`src/rtl/dac_bus_writer.sv`:
```
// dac_bus_writer
//   Bus stage between the DAC value source and an 8-bit parallel,
//   dual-channel DAC. It accepts one code per valid/ready handshake and
//   drives the timed csn/wrn/ldacn write-and-load sequence. dac_d keeps the
//   last written code so that display blocks can read it.
//
// Ports
//   clk, rst      system clock, synchronous active-high reset
//   in_valid      source presents a code
//   in_ready      block can accept (high only when idle)
//   in_data       8-bit DAC code
//   in_ch         channel select: 0 = A, 1 = B
//   dac_csn       DAC chip select, active low
//   dac_wrn       DAC write strobe, active low
//   dac_ldacn     DAC load strobe, active low
//   dac_a_b       DAC channel select pin
//   dac_d         DAC data bus / last written code
//   busy          transaction in progress
//   done          one-cycle pulse when a transaction completes
//
// Optional feature (macro DAC_SKIP_DUP_EN)
//   When defined, a code that equals the last completed write on the same
//   channel skips the bus sequence and only produces a done pulse.
module dac_bus_writer #(
    parameter int unsigned SETUP_CYC = 2,
    parameter int unsigned WR_CYC    = 4,
    parameter int unsigned HOLD_CYC  = 2,
    parameter int unsigned LDAC_CYC  = 2
) (
    input  logic       clk,
    input  logic       rst,
    input  logic       in_valid,
    output logic       in_ready,
    input  logic [7:0] in_data,
    input  logic       in_ch,
    output logic       dac_csn,
    output logic       dac_wrn,
    output logic       dac_ldacn,
    output logic       dac_a_b,
    output logic [7:0] dac_d,
    output logic       busy,
    output logic       done
);

    typedef enum logic [2:0] {
        ST_IDLE,
        ST_SETUP,
        ST_WRITE,
        ST_HOLD,
        ST_LATCH,
        ST_SKIP
    } state_t;

    // The counter is loaded with N-1 on state entry, so a phase of N cycles
    // ends on the edge where the counter already reads zero.
    localparam logic [7:0] SETUP_LD = 8'(SETUP_CYC - 1);
    localparam logic [7:0] WR_LD    = 8'(WR_CYC - 1);
    localparam logic [7:0] HOLD_LD  = 8'(HOLD_CYC - 1);
    localparam logic [7:0] LDAC_LD  = 8'(LDAC_CYC - 1);

    state_t     state_q, state_d;
    logic [7:0] cnt_q, cnt_d;
    logic       ready_q, ready_d;
    logic       csn_q, csn_d;
    logic       wrn_q, wrn_d;
    logic       ldacn_q, ldacn_d;
    logic       a_b_q, a_b_d;
    logic [7:0] data_q, data_d;
    logic       busy_q, busy_d;
    logic       done_q, done_d;

`ifdef DAC_SKIP_DUP_EN
    logic [1:0] last_vld_q, last_vld_d;
    logic [7:0] last_val_q [2];
    logic [7:0] last_val_d [2];
    logic       dup;

    assign dup = last_vld_q[in_ch] && (last_val_q[in_ch] == in_data);
`endif

    always_comb begin
        state_d = state_q;
        cnt_d   = cnt_q;
        ready_d = ready_q;
        csn_d   = csn_q;
        wrn_d   = wrn_q;
        ldacn_d = ldacn_q;
        a_b_d   = a_b_q;
        data_d  = data_q;
        busy_d  = busy_q;
        done_d  = 1'b0;
`ifdef DAC_SKIP_DUP_EN
        last_vld_d = last_vld_q;
        last_val_d = last_val_q;
`endif
        unique case (state_q)
            ST_IDLE: begin
                if (in_valid && ready_q) begin
                    data_d  = in_data;
                    a_b_d   = in_ch;
                    ready_d = 1'b0;
`ifdef DAC_SKIP_DUP_EN
                    if (dup) begin
                        state_d = ST_SKIP;
                    end else begin
                        state_d = ST_SETUP;
                        cnt_d   = SETUP_LD;
                        csn_d   = 1'b0;
                        busy_d  = 1'b1;
                    end
`else
                    state_d = ST_SETUP;
                    cnt_d   = SETUP_LD;
                    csn_d   = 1'b0;
                    busy_d  = 1'b1;
`endif
                end
            end
            ST_SETUP: begin
                if (cnt_q == '0) begin
                    state_d = ST_WRITE;
                    cnt_d   = WR_LD;
                    wrn_d   = 1'b0;
                end else begin
                    cnt_d = cnt_q - 8'd1;
                end
            end
            ST_WRITE: begin
                if (cnt_q == '0) begin
                    state_d = ST_HOLD;
                    cnt_d   = HOLD_LD;
                    wrn_d   = 1'b1;
                end else begin
                    cnt_d = cnt_q - 8'd1;
                end
            end
            ST_HOLD: begin
                if (cnt_q == '0) begin
                    state_d = ST_LATCH;
                    cnt_d   = LDAC_LD;
                    csn_d   = 1'b1;
                    ldacn_d = 1'b0;
                end else begin
                    cnt_d = cnt_q - 8'd1;
                end
            end
            ST_LATCH: begin
                if (cnt_q == '0) begin
                    state_d = ST_IDLE;
                    cnt_d   = '0;
                    ldacn_d = 1'b1;
                    done_d  = 1'b1;
                    busy_d  = 1'b0;
                    ready_d = 1'b1;
`ifdef DAC_SKIP_DUP_EN
                    last_vld_d[a_b_q] = 1'b1;
                    last_val_d[a_b_q] = data_q;
`endif
                end else begin
                    cnt_d = cnt_q - 8'd1;
                end
            end
            ST_SKIP: begin
                state_d = ST_IDLE;
                done_d  = 1'b1;
                ready_d = 1'b1;
            end
            default: begin
                state_d = ST_IDLE;
            end
        endcase
    end

    always_ff @(posedge clk) begin
        if (rst) begin
            state_q <= ST_IDLE;
            cnt_q   <= '0;
            ready_q <= 1'b1;
            csn_q   <= 1'b1;
            wrn_q   <= 1'b1;
            ldacn_q <= 1'b1;
            a_b_q   <= 1'b0;
            data_q  <= '0;
            busy_q  <= 1'b0;
            done_q  <= 1'b0;
`ifdef DAC_SKIP_DUP_EN
            last_vld_q    <= '0;
            last_val_q[0] <= '0;
            last_val_q[1] <= '0;
`endif
        end else begin
            state_q <= state_d;
            cnt_q   <= cnt_d;
            ready_q <= ready_d;
            csn_q   <= csn_d;
            wrn_q   <= wrn_d;
            ldacn_q <= ldacn_d;
            a_b_q   <= a_b_d;
            data_q  <= data_d;
            busy_q  <= busy_d;
            done_q  <= done_d;
`ifdef DAC_SKIP_DUP_EN
            last_vld_q <= last_vld_d;
            last_val_q <= last_val_d;
`endif
        end
    end

    assign in_ready  = ready_q;
    assign dac_csn   = csn_q;
    assign dac_wrn   = wrn_q;
    assign dac_ldacn = ldacn_q;
    assign dac_a_b   = a_b_q;
    assign dac_d     = data_q;
    assign busy      = busy_q;
    assign done      = done_q;

endmodule

```
`config.mk`:
```
export PLATFORM = sky130hd
export DESIGN_NAME = dac_bus_writer
export DESIGN_NICKNAME = d
export VERILOG_FILES = /design/src/rtl/dac_bus_writer.sv
export SDC_FILE = /design/constraint.sdc
export NUM_CORES = 1
export LEC_CHECK = 0
export ABC_AREA = 1
export ABC_CLOCK_PERIOD_IN_PS = 1230
export CORE_ASPECT_RATIO = 1.2
export CORE_MARGIN = 2
export CORE_UTILIZATION = 44
export DETAILED_ROUTE_END_ITERATION = 10
export PLACE_DENSITY = 0.74
export SLEW_MARGIN = 30
export SYNTH_ARGS = -nofsm -noshare
export SYNTH_HDL_FRONTEND = slang
export SYNTH_SLANG_ARGS = --single-unit
```
`constraint.sdc`:
```
create_clock -name clk -period 1.23 [get_ports clk]
set_input_delay 0.1845 -clock clk [delete_from_list [all_inputs] [get_ports clk]]
set_output_delay 0.1845 -clock clk [all_outputs]
set_load 0.03 [all_outputs]
```
Word-level counts from Yosys, hierarchy flattened
Index checks and enable logic that the tools add are counted.
- multiplexer cells: 22
- add/subtract/negate cells: 1
- reduce and logical (&&, ||, !) cells: 18
- eq/ne operators: 10
- operator list (operator ; count):
    two-way mux 8 bit ; 4
    one-hot mux 8 bit (4 select lines) ; 1
    two-way mux 3 bit ; 5
    one-hot mux 3 bit (5 select lines) ; 1
    AND reduction 3 bit ; 5
    inequality test 2 bit, second input constant ; 5
    one-hot mux 1 bit (2 select lines) ; 5
    zero test 8 bit ; 1
    nonzero test 2 bit ; 4
    subtractor 8 x 1 -> 8 bit, second input constant ; 1
    == test 3 x 2 -> 1 bit, second input constant ; 2
    == test 3 bit, second input constant ; 2
    two-way mux 1 bit ; 5
    AND reduction 5 bit ; 1
    AND reduction 2 bit ; 2
    nonzero test 4 bit ; 1
    == test 3 x 1 -> 1 bit, second input constant ; 1
    zero test 3 bit ; 1
    one-hot mux 1 bit (3 select lines) ; 1
    nonzero test 3 bit ; 1
    OR reduction 2 bit ; 1
    logical AND 1 bit ; 1
- bits in registers: 26
- input port bits: 12
- output and inout bits: 15
- word-level logic and storage cells: 61

Logic depth before layout (Yosys ltp)
- depth in word-level cells: 4
- depth in mapped cells: 9

Least setup slack after synthesis
No wires, ideal clock.
- path type: reg2reg
- from: register ready_q (netlist: in_ready)
- to: register cnt_q[2]
- arrival time: 1.156 ns
- clock period less this slack: 1.270 ns
- data required time: 1.116 ns
- setup time: 0.114 ns
- stages on the path, launching flop included: 7
- slack: -0.040 ns
- path buffers: 0
- path through: dfxtp_1 nand2_1 nand3_2 nand2_4 nor2_1 xor2_1 nor2_1
- cells in the longest elaborated chain, start to end: 3
- RTL lines (what ; line ; source):
    start: declaration ; 63 ; logic ready_q, ready_d;
    start signal: assignment ; 194 ; ready_q <= ready_d;
    logical AND 1 bit ; 98 ; if (in_valid && ready_q) begin
    inequality test 2 bit (no line) ; - ;
    AND reduction 2 bit (no line) ; - ;
    end signal: assignment ; 193 ; cnt_q <= cnt_d;
    end: declaration ; 62 ; logic [7:0] cnt_q, cnt_d;
No other way between the ends.
A chain may end at the register's enable or synchronous reset.

Worst setup path after layout
- from: register state_q[0]
- to: register ready_q (netlist: in_ready)
- cells in the longest elaborated chain, start to end: 3
- elaborated cells between the ends (all ways): 8
- those cells by class: eq/ne: 4; mux: 1; reduce/logical: 3
- RTL lines (what ; line ; source):
    start: declaration ; 61 ; state_t state_q, state_d;
    start signal: assignment ; 192 ; state_q <= state_d;
    == test 3 bit or zero test 3 bit (tied branches) ; 96 ; unique case (state_q)
    inequality test 2 bit (no line) or nonzero test 3 bit (tied branches) ; - ;
    AND reduction 3 bit (no line) ; - ;
Parallel ways exist; a longest one is shown, timed or not.

==> impl_metrics.env <==
export IMPL_vias_per_cell=5.26
export IMPL_p_leak_nw=0.838
export IMPL_wl_met1_microns=1310
export IMPL_fin_skew_ns=0.0141
export IMPL_clock_latency_ns=0.32
export IMPL_cts_tree="built"
export IMPL_die_x_microns=51.9
export IMPL_grt_first_pass_wirelength_microns=5180
export IMPL_route_met2_wl_microns=1840
export IMPL_syn_area_sq_mm=0.00121
export IMPL_start_util=0.470
export IMPL_synthArstFlopShare=0
export IMPL_grt_pass1_vias=1300
export IMPL_final_cells=259
export IMPL_io_buffers=26
export IMPL_synth_edf_count=0
export IMPL_hold_path_class="flop to flop"
export IMPL_dr_max_layer_used="met4"
export IMPL_die_y_microns=61.5
export IMPL_synth_warnings=0
export IMPL_clock_sinks=26
export IMPL_ys_ff_latch=26
export IMPL_slew_headroom=0.843
export IMPL_worst_pin_slew_ns=0.234
export IMPL_r2r_cells=7
export IMPL_antenna_found_initial=0
export IMPL_wl_met3_microns=208
export IMPL_cts_buffers=3
export IMPL_grt_max_degree=16
export IMPL_crit_chain="nor2_4 > nand2_2 > inv_1 > nand2_1 > nand2_1 > nor2_1 > nand2_1"
export IMPL_fin_crit_ns=1.28
export IMPL_regToRegEndpoint="in_ready"
export IMPL_worstSetupEndpointType="flop"
export IMPL_worst_path_max_delay_cell="dfxtp_4"
export IMPL_rsz0062_at_grt="yes"
export IMPL_synth_cells=174
export IMPL_drtAntennaViolNets=0
export IMPL_fp_dieArea_sq_mm=0.00319
export IMPL_cp_max_fo=4
export IMPL_cp_common_cell="nand2_1"
export IMPL_synth_seq_area_share=0.429
export IMPL_yosysUniqueCellTypes=25
export IMPL_track_usage=0.215
export IMPL_worstSetupPathType="flop to flop"
export IMPL_nets=240
export IMPL_powerDensity_mw_per_mm2=3140
export IMPL_rows=20
export IMPL_start_kind="flop"
export IMPL_cp_num_buf_inv=1
export IMPL_reg2reg_slack_ns=-0.05
export IMPL_setup_worst_path_end="in_ready"
export IMPL_dominantRegCellSynth="dfxtp_1"
export IMPL_vdd_drop_max_uv=2010
export IMPL_wl_per_cell_microns=13.2
export IMPL_clock_tree_root_cell="clkbuf_4"
export IMPL_overflow=0
export IMPL_violations="setup timing"
export IMPL_setup_tns_ns=-0.0799
export IMPL_period_share=1.04
export IMPL_synth_nets=187
export IMPL_required_ns=1.51
export IMPL_io_pins=27
export IMPL_cp_num_cells=7
export IMPL_status="finished with violations"
export IMPL_core_sq_mm=0.00258
export IMPL_num_vias=1363
export IMPL_fin_hold_ws_ns=0.474
export IMPL_ctsHtreeMaxLevel=1
export IMPL_clk_path_buf_depth=2
export IMPL_drive_gt1_frac=0.412
export IMPL_diodes=0
export IMPL_startpoint="state_q[0]"
export IMPL_hold_violations=0
export IMPL_cp_arrival_ns=1.56
export IMPL_syn_avg_cell_area_sq_um=6.97
export IMPL_cpPeakStageDelay_ns=0.39
export IMPL_drc_errors=0
export IMPL_hpwlAfterDp_microns=2300
export IMPL_crit_family="simple AND/OR/NAND/NOR gates"
export IMPL_drtIter0Drc=57
export IMPL_finalWorstSetupSlack_ns=-0.0480
export IMPL_r2r_start="state_q[0]"
export IMPL_place_inst=253
export IMPL_areaGrowthSynthToFinish_pct=55.3
export IMPL_finalMaxSlewViolations=0
export IMPL_routed_wl_microns=3430
export IMPL_gp_congestion=0.834
export IMPL_clkTransAtPathRegs_ns=0.14
export IMPL_max_freq_mhz=782
export IMPL_drt_pass1_iter_count=6
export IMPL_maxCapViolCount=0
export IMPL_finalSetupViolCount=7
export IMPL_fin_util=0.731
==> how the worst min path moves through the flow <==
stage | from | end | slack [ns] | depth (start not counted)
after floorplan | in_data[4] | dac_d[4] | 0.35 | 2
after global placement | in_ready | in_ready | 0.44 | 2
after detailed placement | in_ready | in_ready | 0.45 | 2
after CTS | in_data[1] | dac_d[1] | 0.47 | 3
after global routing | in_data[6] | dac_d[6] | 0.49 | 3
final | in_ready | in_ready | 0.47 | 2
==> synth_stat cells (2+ instances only) <==
cell	number	area [sq um]
nor3_1	2	10.0
nand2_2	3	18.8
nor2_2	3	18.8
inv_2	4	15.0
dfxtp_1	26	521
inv_1	10	37.5
nand4_1	2	12.5
nand2_1	36	135
nand2_4	3	33.8
nand3_1	16	80.1
a21oi_1	11	55.1
o21ai_0	11	55.1
nor2_1	35	131
==> report_power, final <==
part	switching (mW)	internal (mW)
registers	0.222	1.17
logic	2.31	1.64
clock network	0.246	0.330
total	2.78	3.14
==> cell type report <==
class / count / area, sq um
repair buffers: 51 / 442
well taps: 33 / 41.3
flip-flops and latches: 26 / 533
multi-input cells: 129 / 743
clock inverters: 1 / 30.0
inverters: 16 / 71.3
clock buffers: 3 / 22.5
fillers: 190 / 694
==> cells by family after synthesis <==
kind of cell               after synthesis  share of synthesized area
AOI/OAI and AO/OA                       24                      0.104
xor gates and xnor gates                 1                    0.00723
DFF                                     26                      0.429
buffers and inverters                   19                     0.0619
adders and majority gates                1                     0.0103
and+or+nand+nor                        103                      0.387
==> cell usage in the layout, fill, tap and decap left out, types with 3 or more instances in the layout <==
master           netlist  final
inv_4                  1      3
clkdlybuf4s50_1        0     11
o21ai_0               11      9
nand2_4                3      6
clkdlybuf4s15_2        0     11
clkbuf_2               0      3
dfxtp_2                0      7
dfxtp_1               26     18
nor2_2                 3      5
a21oi_1               11     10
clkbuf_4               0      3
nand3_2                1      6
nand2_2                3      6
nand2_1               36     29
nand3_1               16     11
inv_2                  4      5
nor2_4                 1      4
nor2_1                35     30
inv_1                 10      7
buf_4                  0     25
==> per-layer routing <==
metal | track usage | vias up
met2 | 0.401 | 49
met5 | 0 | -
li1 | - | 662
met4 | 0.109 | 0
met3 | 0.0291 | 9
met1 | 0.236 | 643
==> per-stage QoR <==
step                cell area (sq um)  worst slack [ns]  power, mW
detailed placement               1680            -0.221       4.67
floorplan                        1220            0.0117       3.39
global route                     1880           -0.0987       6.36
CTS                              1810          0.000186       5.46
global placement                 1680            -0.190       4.57
finish                           1880           -0.0480       5.91
==> tightest hold or removal path, stage by stage (launching register included) <==
cell,delay (ns)
dfxtp_2,0.35
nand2_1,0.06
nand2_1,0.04
==> what timing repair did <==
action                                  4_1_cts  5_1_grt
resized for setup                            59       32
pin swaps                                     4       11
endpoints found under the setup margin       33       29
hold buffers                                  0        0
buffers inserted                              0        2
(Power assumes the default switching activity.)
